==> config.mk <==
export PLATFORM = sky130hd
export DESIGN_NAME = uart_xmtr
export DESIGN_NICKNAME = d
export VERILOG_FILES = /design/src/rtl/uart_pkg.sv /design/src/rtl/uart_xmtr_datapath.sv /design/src/rtl/uart_xmtr.sv
export SDC_FILE = /design/constraint.sdc
export NUM_CORES = 1
export LEC_CHECK = 0
export CAP_MARGIN = 25
export CORE_AREA = 4 4 46 52
export DETAILED_ROUTE_END_ITERATION = 10
export DIE_AREA = 0 0 50 56
export DONT_BUFFER_PORTS = 1
export PLACE_DENSITY = 0.79
export SLEW_MARGIN = 0
export SYNTH_ARGS = -nofsm -noshare
export SYNTH_HDL_FRONTEND = slang
export SYNTH_HIERARCHICAL = 1
export SYNTH_SLANG_ARGS = --single-unit
==> constraint.sdc <==
create_clock -name Sample_clk -period 4.1 [get_ports Sample_clk]
set_input_delay 0.82 -clock Sample_clk [delete_from_list [all_inputs] [get_ports Sample_clk]]
set_output_delay 0.82 -clock Sample_clk [all_outputs]
set_load 0.01 [all_outputs]
==> src/rtl/uart_pkg.sv <==
// Shared UART definitions: state encodings, serial-source select and default frame geometry.
// Used by both the transmitter and the receiver so the two ends agree on framing.
package uart_pkg;

    localparam int WORD_SIZE_DEF       = 8;
    localparam int SAMPLES_PER_BIT_DEF = 8;

    typedef enum logic [2:0] {
        IDLE   = 3'd0,
        START  = 3'd1,
        DATA   = 3'd2,
        STOP   = 3'd3,
        PARITY = 3'd4
    } uart_state_e;

    typedef enum logic [2:0] {
        SER_ZERO = 3'd0,
        SER_ONE  = 3'd1,
        SER_LSB  = 3'd2,
        SER_NEXT = 3'd3,
        SER_PAR  = 3'd4
    } ser_src_e;

    // Counter width helper; a single-value counter still needs one bit.
    function automatic int cnt_width(input int n);
        return (n > 1) ? $clog2(n) : 1;
    endfunction

endpackage

==> src/rtl/uart_xmtr_datapath.sv <==
// UART transmitter datapath: shift register, sample/bit counters, registered serial line.
// Parity register exists only when UART_XMTR_PARITY_EN is defined.
module uart_xmtr_datapath
    import uart_pkg::*;
#(
    parameter int WORD_SIZE       = WORD_SIZE_DEF,
    parameter int SAMPLES_PER_BIT = SAMPLES_PER_BIT_DEF
) (
    input  logic                 Sample_clk,
    input  logic                 rst,
    input  logic [WORD_SIZE-1:0] Data_Bus,
    input  logic                 load,
    input  logic                 shift,
    input  logic                 clr_sample,
    input  logic                 inc_sample,
    input  logic                 inc_bit,
    input  logic                 ser_load,
    input  logic [2:0]           ser_src,
    output logic                 Serial_out,
    output logic                 sample_last,
    output logic                 bit_last
);

    localparam int SW = cnt_width(SAMPLES_PER_BIT);
    localparam int BW = cnt_width(WORD_SIZE + 1);
    localparam logic [SW-1:0] SAMPLE_LAST = SW'(SAMPLES_PER_BIT - 1);
    localparam logic [BW-1:0] BIT_LAST    = BW'(WORD_SIZE - 1);

    logic [WORD_SIZE-1:0] XMT_shftreg;
    logic [SW-1:0]        Sample_counter;
    logic [BW-1:0]        Bit_counter;
    logic                 ser_next;

`ifdef UART_XMTR_PARITY_EN
    logic parity_reg;

    always_ff @(posedge Sample_clk) begin
        if (rst)
            parity_reg <= 1'b0;
        else if (load)
            parity_reg <= ^Data_Bus;
    end
`endif

    // SER_NEXT is taken on the shift edge, so it selects the bit about to become the LSB.
    always_comb begin
        ser_next = 1'b1;
        case (ser_src_e'(ser_src))
            SER_ZERO: ser_next = 1'b0;
            SER_LSB:  ser_next = XMT_shftreg[0];
            SER_NEXT: ser_next = XMT_shftreg[1];
`ifdef UART_XMTR_PARITY_EN
            SER_PAR:  ser_next = parity_reg;
`endif
            default:  ser_next = 1'b1;
        endcase
    end

    always_ff @(posedge Sample_clk) begin
        if (rst) begin
            XMT_shftreg    <= '0;
            Sample_counter <= '0;
            Bit_counter    <= '0;
            Serial_out     <= 1'b1;
        end else begin
            if (load)
                XMT_shftreg <= Data_Bus;
            else if (shift)
                XMT_shftreg <= {1'b0, XMT_shftreg[WORD_SIZE-1:1]};

            if (load || clr_sample)
                Sample_counter <= '0;
            else if (inc_sample)
                Sample_counter <= Sample_counter + 1'b1;

            if (load)
                Bit_counter <= '0;
            else if (inc_bit)
                Bit_counter <= Bit_counter + 1'b1;

            if (ser_load)
                Serial_out <= ser_next;
        end
    end

    assign sample_last = (Sample_counter == SAMPLE_LAST);
    assign bit_last    = (Bit_counter == BIT_LAST);

endmodule

==> src/rtl/uart_xmtr.sv <==
// UART transmitter top: control FSM driving the datapath strobes; start 0, data LSB first, stop 1.
// Define UART_XMTR_PARITY_EN to insert an even-parity bit between data and stop.
//
//   state  | meaning
//   IDLE   | line high, waiting for Byte_ready
//   START  | sending start bit (0)
//   DATA   | sending data bits, LSB first
//   PARITY | sending even parity (UART_XMTR_PARITY_EN only)
//   STOP   | sending stop bit (1); XMT_done pulses on exit
module uart_xmtr
    import uart_pkg::*;
#(
    parameter int WORD_SIZE       = WORD_SIZE_DEF,
    parameter int SAMPLES_PER_BIT = SAMPLES_PER_BIT_DEF
) (
    input  logic                 Sample_clk,
    input  logic                 rst,
    input  logic [WORD_SIZE-1:0] Data_Bus,
    input  logic                 Byte_ready,
    output logic                 Serial_out,
    output logic                 XMT_busy,
    output logic                 XMT_done
);

    uart_state_e state;
    logic        load, shift, clr_sample, inc_sample, inc_bit, ser_load;
    ser_src_e    ser_src;
    logic        sample_last, bit_last;

    always_comb begin
        load       = 1'b0;
        shift      = 1'b0;
        clr_sample = 1'b0;
        inc_sample = 1'b0;
        inc_bit    = 1'b0;
        ser_load   = 1'b0;
        ser_src    = SER_ONE;
        case (state)
            IDLE: begin
                if (Byte_ready) begin
                    load     = 1'b1;
                    ser_load = 1'b1;
                    ser_src  = SER_ZERO;
                end
            end
            START: begin
                if (sample_last) begin
                    clr_sample = 1'b1;
                    ser_load   = 1'b1;
                    ser_src    = SER_LSB;
                end else begin
                    inc_sample = 1'b1;
                end
            end
            DATA: begin
                if (sample_last) begin
                    shift      = 1'b1;
                    inc_bit    = 1'b1;
                    clr_sample = 1'b1;
                    ser_load   = 1'b1;
`ifdef UART_XMTR_PARITY_EN
                    ser_src    = bit_last ? SER_PAR : SER_NEXT;
`else
                    ser_src    = bit_last ? SER_ONE : SER_NEXT;
`endif
                end else begin
                    inc_sample = 1'b1;
                end
            end
`ifdef UART_XMTR_PARITY_EN
            PARITY: begin
                if (sample_last) begin
                    clr_sample = 1'b1;
                    ser_load   = 1'b1;
                    ser_src    = SER_ONE;
                end else begin
                    inc_sample = 1'b1;
                end
            end
`endif
            STOP: begin
                if (sample_last) begin
                    clr_sample = 1'b1;
                    ser_load   = 1'b1;
                    ser_src    = SER_ONE;
                end else begin
                    inc_sample = 1'b1;
                end
            end
            // Unused encodings force the line back to idle-high.
            default: begin
                ser_load = 1'b1;
                ser_src  = SER_ONE;
            end
        endcase
    end

    always_ff @(posedge Sample_clk) begin
        if (rst) begin
            state    <= IDLE;
            XMT_busy <= 1'b0;
            XMT_done <= 1'b0;
        end else begin
            XMT_done <= 1'b0;
            case (state)
                IDLE: begin
                    if (Byte_ready) begin
                        state    <= START;
                        XMT_busy <= 1'b1;
                    end
                end
                START: begin
                    if (sample_last)
                        state <= DATA;
                end
                DATA: begin
                    if (sample_last && bit_last)
`ifdef UART_XMTR_PARITY_EN
                        state <= PARITY;
`else
                        state <= STOP;
`endif
                end
`ifdef UART_XMTR_PARITY_EN
                PARITY: begin
                    if (sample_last)
                        state <= STOP;
                end
`endif
                STOP: begin
                    if (sample_last) begin
                        state    <= IDLE;
                        XMT_busy <= 1'b0;
                        XMT_done <= 1'b1;
                    end
                end
                default: begin
                    state    <= IDLE;
                    XMT_busy <= 1'b0;
                end
            endcase
        end
    end

    uart_xmtr_datapath #(
        .WORD_SIZE       (WORD_SIZE),
        .SAMPLES_PER_BIT (SAMPLES_PER_BIT)
    ) u_datapath (
        .Sample_clk  (Sample_clk),
        .rst         (rst),
        .Data_Bus    (Data_Bus),
        .load        (load),
        .shift       (shift),
        .clr_sample  (clr_sample),
        .inc_sample  (inc_sample),
        .inc_bit     (inc_bit),
        .ser_load    (ser_load),
        .ser_src     (ser_src),
        .Serial_out  (Serial_out),
        .sample_last (sample_last),
        .bit_last    (bit_last)
    );

endmodule

==> flow_summary.yaml, run 1 <==
timing:
  relSlewSlack_pct: 54.63
  period_minus_slack_ns: 1.924
  tightestPinTransition_ns: 0.6805
  hold_viol_final: 0
  finalSetupViolations: 0
  setup-tns-final_ns: 0
  max_freq_mhz: 519.8
  post-route-period-util_pct: 46.92
  rsz0062_at_grt: "no"
  finClkSkew_ns: 0.01062
  slew_violations: 0
clock_network:
  cts_root_buf: "clkbuf_4"
  cts_buffer_depth: 2
  numCtsBuffers: 3
  cts_max_level: 1
  cts_sinks: 20
  hold_buffers: 0
  clk_latency_ns: 0.30
  cts_tree: "done"
  clk_pin_slew_worst_paths_ns: 0.12
  cts_resized: 0
  cts_setup_buffers: 0
floorplanning:
  ios: 14
  dieArea_mm2: 0.002800
  core_area_mm2: 0.001936
  chipHeight_um: 56
  die_w_um: 50
  start_util_pct: 55.72
  rows: 17
final_layout:
  fillerInstances: 164
  seqCellArea_um2: 400.4
  area_delta_synth_final_pct: 4.989
  final_cells: 138
  utilization_pct: 58.50
  nets: 130
  multiInputGateArea_um2: 618.1
  diodes: 0
  drive_gt1_share_pct: 11.82
setup_path:
  cp_max_fo: 15
  path_depth: 6
  arrival_ns: 2.12
  crit_path_end_kind: "register"
  worst_setup_path_start_kind: "register"
  crit_slowest_cell: "and2_1"
  critPathMaxStageDelay_ns: 0.60
  cp_cell_sequence: "inv_1, ha_1, and2_1, or2_1, nor3b_1, a21oi_1"
  path_class: "reg -> reg"
  crit_family: "simple AND/OR/NAND/NOR gates"
  crit_buf_inv: 1
  rr_worst_depth: 6
  r2r_slack_ns: 2.18
  crit_required_ns: 4.30
  rr_endpoint: "u_datapath/Serial_out"
  r2r_start: "state[0]"
place:
  gp_congestion: 0.7782
  dpl.hpwl_um: 1257
  port_buffers: 0
  dpl.cell_count: 134
hold_path:
  hold_class: "reg -> reg"
  hold_end: "u_datapath/Sample_counter[2]"
  hold_start: "u_datapath/Sample_counter[2]"
  hold_depth: 2
pwr:
  leakage_nw: 0.4741
  power_density_mw_per_mm2: 590.9
  peakVddDrop_uv: 310.4
synthesis:
  ys_ff_latch: 20
  syn-cell-area_mm2: 0.001079
  postSynthCellCount: 110
  yosysWarnings: 6
  syn_avg_cell_area_um2: 9.805
  synthDistinctLibCells: 34
  yosysSeqAreaShare_pct: 37.12
  synth_fp_nets: 129
global_routing:
  use_met2_pct: 21.83
  first_global_vias: 676
  grt_max_degree: 18
  met1_usage_pct: 14.47
  grt_util_met3_pct: 4.826
  globalRoute.busiestLayer: "met2"
  grt_first_pass_wirelength_um: 2849
  gr-usage-all-layers_pct: 13.09
  antenna_found_initial: 0
  grt_overflow: 0
routing:
  drt_first_pass_iters: 2
  post_drt_wl_per_cell_um: 12.22
  wirelength_um: 1686
  remaining_drc_errors: 0
  num_vias: 720
  drt-vias-per-instance: 5.217
  drt_iter0_drc: 13
  antenna_left: 0
run_status:
  run_status: "finished, final reports clean"
run:
  cap_violations: 0
kinds of logic (layout without fill, tap and decap cells):
group | count (synthesis) | in the layout | share of synthesized area, %
AND/OR/NAND/NOR | 37 | 37 | 18.10
flip-flops | 20 | 20 | 37.12
multiplexers | 18 | 18 | 17.52
AO/OA/AOI/OAI | 11 | 11 | 8.818
buffers and inverters | 11 | 11 | 5.569
adder cells (fa/ha/maj) | 8 | 8 | 9.281
XOR/XNOR | 4 | 4 | 3.249
other | 1 | 1 | 0.3477
per-stage QoR:
| stage | instance area [um^2] | hold slack (ns) | worst slack [ns] | power [W] |
|---|---|---|---|---|
| floorplan | 1079 | 0.4646 | 2.433 | 0.0004882 |
| detailed placement | 1080 | 0.4915 | 2.137 | 0.0005160 |
| CTS | 1132 | 0.5190 | 2.182 | 0.0006766 |
| finish | 1132 | 0.5114 | 2.176 | 0.0006691 |
| global route | 1132 | 0.5387 | 2.064 | 0.0007170 |
| global placement | 1080 | 0.4807 | 2.175 | 0.0005053 |
worst reg2reg max path: stages (launching register included):
cell     delay [ns]
dfxtp_1        0.35
inv_1          0.12
ha_1           0.27
and2_1         0.60
or2_1          0.21
nor3b_1        0.19
a21oi_1        0.09
sequential cells by signal, indices dropped and copies added (netlist names):
signal / count
state: 2
u_datapath/Bit_counter: 4
u_datapath/XMT_shftreg: 8
XMT_done: 1
u_datapath/Serial_out: 1
u_datapath/Sample_counter: 3
XMT_busy: 1
per-layer routing:
metal	up-vias	share of wire, %
met5	-	0
met3	2	5.5
met2	11	49
met1	336	44
li1	371	-
met4	0	0.71
layout by cell type, fill, tap and decap left out:
master,synthesis,final
dfxtp_1,20,20
or3_4,1,1
ha_1,8,8
and3b_1,1,1
inv_1,7,7
nand4_1,1,1
clkbuf_4,0,3
mux2_1,4,4
mux2i_1,11,11
conb_1,1,1
nand2_1,5,5
nor3_1,6,6
nand2b_1,1,1
mux2_2,3,3
nor3b_1,3,3
a211oi_4,1,1
a31oi_1,1,1
xnor2_1,2,2
xor2_1,2,2
a311oi_1,1,1
and2_1,1,1
a21o_1,1,1
o221a_1,1,1
o21ai_0,2,2
o21ba_4,1,1
or2_1,1,1
bufinv_16,0,1
nor2_1,12,12
or2_2,1,1
and2_2,1,1
a21oi_1,3,3
and3_2,1,1
nor2b_1,2,2
layout make-up:
type	instances	area share, %
inverters	7	2.320
clock inverters	1	2.652
flip-flops and latches	20	35.36
clock buffers	3	1.989
multi-input cells	79	54.59
well taps	28	3.094
cell usage after synthesis:
library cell,n,area (um^2)
a21oi_1,3,15.01
o221a_1,1,11.26
buf_6,2,22.52
nor3_1,6,30.03
buf_4,1,7.510
nor2_1,12,45.04
o21ba_4,1,16.27
and3b_1,1,8.760
inv_1,7,26.28
o21ai_0,2,10.01
nor2b_1,2,12.51
clkbuf_1,1,3.750
nand2b_1,1,6.260
and2_2,1,7.510
mux2_2,3,33.78
conb_1,1,3.750
a311oi_1,1,8.760
a21o_1,1,7.510
and3_2,1,7.510
nand2_1,5,18.77
nor3b_1,3,22.52
mux2i_1,11,110.1
xor2_1,2,17.52
nand4_1,1,6.260
a211oi_4,1,20.02
or2_2,1,6.260
or3_4,1,11.26
a31oi_1,1,6.260
or2_1,1,6.260
dfxtp_1,20,400.4
mux2_1,4,45.04
ha_1,8,100.1
xnor2_1,2,17.52
and2_1,1,6.260
report_power, final:
part           switching (W)  internal, W  total [W]
clock network      0.0000594    0.0000988   0.000158
registers          0.0000266     0.000230   0.000256
logic               0.000128     0.000126   0.000255
worst max-delay path by stage:
stage / start / endpoint / slack (ns)
5_1_grt: state[0] / u_datapath/Serial_out / 2.06
6_report: state[0] / u_datapath/Serial_out / 2.18
4_1_cts: state[0] / u_datapath/Serial_out / 2.18
3_3_place_gp: Byte_ready / u_datapath/Serial_out / 2.18
2_1_floorplan: u_datapath/Sample_counter[0] / u_datapath/XMT_shftreg[1] / 2.43
3_5_place_dp: Byte_ready / u_datapath/Serial_out / 2.14
No activity file was read; power rests on OpenSTA's default activity.
==> run 2, diff against run 1 <==
- clock period: 4.1 -> 1.8 ns (I/O delays scaled with it)
==> run 2 against run 1 <==
  * Critical path depth unchanged
  * Clock power grew 130%
  * Wire length increased by 7.8%
  * Worst setup slack worse by 2.0 ns
  * Non-clock buffer count is 4 higher
  * Combinational power is 140% higher
  * Cell count is 2.9% higher
  * Die area is the same
  * Fmax grew 17%
  * Count of clock-buffer cells in the layout stayed put
  * Sequential cell count unchanged
  * Critical path type unchanged
  * Largest power group is now combinational logic
==> flow_summary.yaml, run 2 (synthesized netlist as in run 1, its figures left out) <==
final_layout:
  diodes: 0
  layout_common_cells: "20 x dfxtp_1, 12 x nor2_1, 11 x mux2i_1, 8 x ha_1, 7 x inv_1"
  utilization_pct: 60.05
  top_register: "u_datapath/XMT_shftreg"
  drive_gt1_share_pct: 14.91
  fillerInstances: 189
  fin_area_mm2: 0.001162
  reg.largest.list: "u_datapath/XMT_shftreg (8), u_datapath/Bit_counter (4), u_datapath/Sample_counter (3)"
  final_common_cell: "dfxtp_1"
  area_delta_synth_final_pct: 7.772
  largest_reg_flops: 8
  nets: 134
pwr:
  leakage_nw: 0.4945
  power_density_mw_per_mm2: 1355
  peakVddDrop_uv: 849.4
  finalPower_w: 0.001575
routing:
  drt_first_pass_iters: 4
  wirelength_um: 1817
  num_vias: 743
  drt_iter0_drc: 1
  remaining_drc_errors: 0
  post_drt_wl_per_cell_um: 12.80
  antenna_left: 0
  drt-vias-per-instance: 5.232
run:
  cap_violations: 0
setup_path:
  r2r_start: "u_datapath/Sample_counter[0]"
  crit_required_ns: 2.00
  crit_path_start: "u_datapath/Sample_counter[0]"
  crit_path_end_kind: "register"
  worst_setup_path_start_kind: "register"
  cp_max_fo: 12
  arrival_ns: 1.84
  path_class: "reg -> reg"
floorplanning:
  core_area_mm2: 0.001936
  ios: 14
  dieArea_mm2: 0.002800
  start_util_pct: 55.72
  rows: 17
  chipHeight_um: 56
  die_w_um: 50
timing:
  finalSetupViolations: 0
  slew_violations: 0
  setup-tns-final_ns: 0
  rsz0062_at_grt: "no"
  finClkSkew_ns: 0.006446
  hold_viol_final: 0
  period_minus_slack_ns: 1.640
  post-route-period-util_pct: 91.11
  max_freq_mhz: 609.8
  setup_ws_ns: 0.1600
hold_path:
  hold_start: "rst"
  hold_class: "in -> reg"
clock_network:
  cts_resized: 0
  cts_tree: "done"
  clk_latency_ns: 0.30
  numCtsBuffers: 3
  clk_pin_slew_worst_paths_ns: 0.12
  cts_buffer_depth: 2
  cts_setup_buffers: 0
  cts_max_level: 1
  cts_root_buf: "clkbuf_4"
  cts_sinks: 20
  hold_buffers: 0
global_routing:
  grt_max_degree: 18
  first_global_vias: 763
  grt_overflow: 0
  antenna_found_initial: 0
  gr-usage-all-layers_pct: 14.58
  grt_first_pass_wirelength_um: 3146
place:
  dp_slack_ns: 0.1688
  gp_congestion: 0.8047
  port_buffers: 0
  placed_area_mm2: 0.001110
  dpl.hpwl_um: 1422
run_status:
  run_status: "finished, final reports clean"
run 2: cell count changes in the layout (fill, tap and decap cells not counted):
cell / before / now
buf_4: 0 / 4
run 2: power by group:
| part | switching (W) | internal, W |
|---|---|---|
| registers | 0.0000621 | 0.000523 |
| logic | 0.000305 | 0.000318 |
| clock network | 0.000142 | 0.000225 |
run 2: layout make-up:
type | count | area [um^2] | share of cell area, %
well taps | 28 | 35.03 | 3.014
repair buffers | 4 | 30.03 | 2.583
clock inverters | 1 | 30.03 | 2.583
flip-flops and latches | 20 | 400.4 | 34.45
multi-input cells | 79 | 618.1 | 53.18
clock buffers | 3 | 22.52 | 1.938
inverters | 7 | 26.28 | 2.261
run 2: final timing paths:
check	cells past startpoint	slack [ns]	end
setup reg to reg	6	0.16	u_datapath/XMT_shftreg[3]
setup / recovery	6	0.16	u_datapath/XMT_shftreg[3]
hold / removal	1	0.11	u_datapath/XMT_shftreg[6]
hold reg to reg	2	0.53	u_datapath/Sample_counter[1]
run 2: worst max-delay path: stages (launching register included):
cell,delay [ns]
dfxtp_1,0.37
ha_1,0.17
ha_1,0.15
and2_2,0.31
mux2_2,0.37
mux2i_1,0.13
nor2_1,0.05
run 2: metrics by stage:
step	std cells	hold WS, ns
CTS	142	0.09916
global placement	138	0.4357
global route	142	0.08344
detailed placement	138	0.4381
floorplan	110	0.4321
finish	142	0.1125
run 2: layer usage:
metal	vias to the layer above	GRT usage, %	part of all wire (%)	routed length, um
met2	15	25.56	51	932
met3	2	4.290	4.5	82
li1	377	-	-	-
met1	349	15.46	44	791
met4	0	7.115	0.66	12
met5	-	0	0	0
==> run 3, diff against run 2 <==
- CORE_AREA: 4 4 46 52 -> 4 4 52 59
- CTS_CLUSTER_SIZE: not set -> 25
- DIE_AREA: 0 0 50 56 -> 0 0 56 63
- PLACE_DENSITY: 0.79 -> 0.64
==> run 3 against run 2 <==
  * Sequential power grew 1%
  * Wire length rose by 0.72%
  * Register-to-register slack is essentially flat
  * Critical path depth is 2 higher
  * Global-route usage decreased by 2.6 points
  * Die area is 26% higher
  * Cell count grew 0.70%
  * Critical path type unchanged
  * Largest power group unchanged
==> flow_summary.yaml, run 3 (synthesized netlist as in run 1, its figures left out) <==
run_status:
  run_status: "finished, final reports clean"
final_layout:
  largest_reg_flops: 8
  top_register: "u_datapath/XMT_shftreg"
  drive_gt1_share_pct: 16.07
  layout_common_cells: "19 x dfxtp_1, 12 x nor2_1, 11 x mux2i_1, 8 x ha_1, 7 x inv_1"
  area_delta_synth_final_pct: 5.800
  fillerInstances: 253
  nets: 132
  diodes: 0
  reg.largest.list: "u_datapath/XMT_shftreg (8), u_datapath/Bit_counter (4), u_datapath/Sample_counter (3)"
  final_common_cell: "dfxtp_1"
  utilization_pct: 46.15
pwr:
  switching_share_pct: 34.58
  power_frac_comb_pct: 41.1
  power_density_mw_per_mm2: 1273
  peakVddDrop_uv: 915.4
  p_clk_share_pct: 18.3
  leakage_nw: 0.4806
  internal_power_w: 0.0009503
  power.switching_w: 0.0005024
  power_frac_seq_pct: 40.7
  finalPower_w: 0.001453
global_routing:
  first_global_vias: 812
  grt_first_pass_wirelength_um: 3367
  grt_max_degree: 18
  gr-usage-all-layers_pct: 11.96
  grt_overflow: 0
  antenna_found_initial: 0
clock_network:
  numCtsBuffers: 3
  cts_tree: "done"
  cts_max_level: 1
  cts_buffer_depth: 2
  cts_root_buf: "clkbuf_4"
  clk_latency_ns: 0.31
  clk_pin_slew_worst_paths_ns: 0.12
  cts_sinks: 20
timing:
  setup_ws_ns: 0.1515
  rsz0062_at_grt: "no"
  holdWs_ns: 0.1041
  finClkSkew_ns: 0.01135
  hold_viol_final: 0
  slew_violations: 0
  max_freq_mhz: 606.6
  post-route-period-util_pct: 91.58
  finalSetupViolations: 0
  period_minus_slack_ns: 1.649
  setup-tns-final_ns: 0
routing:
  drt_first_pass_iters: 4
  remaining_drc_errors: 0
  drt-vias-per-instance: 5.133
  wirelength_um: 1830
  num_vias: 734
  post_drt_wl_per_cell_um: 12.80
  drt_iter0_drc: 8
  antenna_left: 0
place:
  dp_slack_ns: 0.1562
  gp_congestion: 0.7374
  dpl.hpwl_um: 1365
  port_buffers: 0
setup_path:
  path_class: "reg -> reg"
  crit_required_ns: 1.99
  worst_setup_path_start_kind: "register"
  arrival_ns: 1.84
  r2r_start: "state[1]"
  crit_path_start: "state[1]"
  cp_max_fo: 6
  crit_path_end_kind: "register"
hold_path:
  hold_class: "in -> reg"
  hold_start: "rst"
run:
  cap_violations: 0
floorplanning:
  dieArea_mm2: 0.003528
  chipHeight_um: 63
  die_w_um: 56
  ios: 14
  rows: 19
  core_area_mm2: 0.002472
  start_util_pct: 43.62
[run 3: cell count changes in the layout (fill, tap and decap cells not counted), sizes merged]
cell	delta
clkbuf	+1
bufinv	-1
buf	-2
[run 3: power by group through the flow]
stage / logic (W) / registers (W) / clock network (W)
finish: 0.000597 / 0.000591 / 0.000265
floorplan: 0.000530 / 0.000582 / 0
detailed placement: 0.000591 / 0.000601 / 0
global route: 0.000680 / 0.000604 / 0.000293
CTS: 0.000595 / 0.000591 / 0.000278
global placement: 0.000577 / 0.000594 / 0
[run 3: area by class of cell]
| class | instances | area (um^2) | share of cell area (%) |
|---|---|---|---|
| tap | 31 | 38.79 | 3.399 |
| inverter | 7 | 26.28 | 2.303 |
| clock buffer | 4 | 36.28 | 3.180 |
| multi-input combinational | 79 | 623.1 | 54.61 |
| timing repair buffer | 2 | 15.01 | 1.316 |
| sequential | 20 | 401.6 | 35.20 |
[run 3: layer usage]
| metal | global-route usage (%) | routed length, um |
|---|---|---|
| met1 | 13.41 | 859 |
| met2 | 20.32 | 858 |
| met3 | 5.165 | 95 |
| met4 | 3.561 | 16 |
| met5 | 0 | 0 |
[run 3: path summary, 6_finish.rpt]
kind              slack [ns]                           end  cells after the start
setup / recovery        0.15         u_datapath/Serial_out                      8
hold / removal          0.10                      XMT_busy                      1
setup reg to reg        0.15         u_datapath/Serial_out                      8
hold reg to reg         0.53  u_datapath/Sample_counter[2]                      2
[run 3: repair_timing]
item	4_1_cts	5_1_grt
setup buffers	0	0
endpoints found under the setup margin	0	4
resized for setup	0	4
hold buffers	0	0
[run 3: critical path, cell delays in order, from the launching register on]
cell	delay (ns)
dfxtp_1	0.44
inv_1	0.10
ha_1	0.25
nor2b_2	0.20
nor3_1	0.12
o21ai_0	0.13
a21o_1	0.16
o21ai_0	0.06
a21oi_1	0.08
[run 3: stage by stage]
step                area (um^2)  instances
floorplan                  1079        110
global placement           1099        139
detailed placement         1099        139
CTS                        1135        143
global route               1141        143
finish                     1141        143
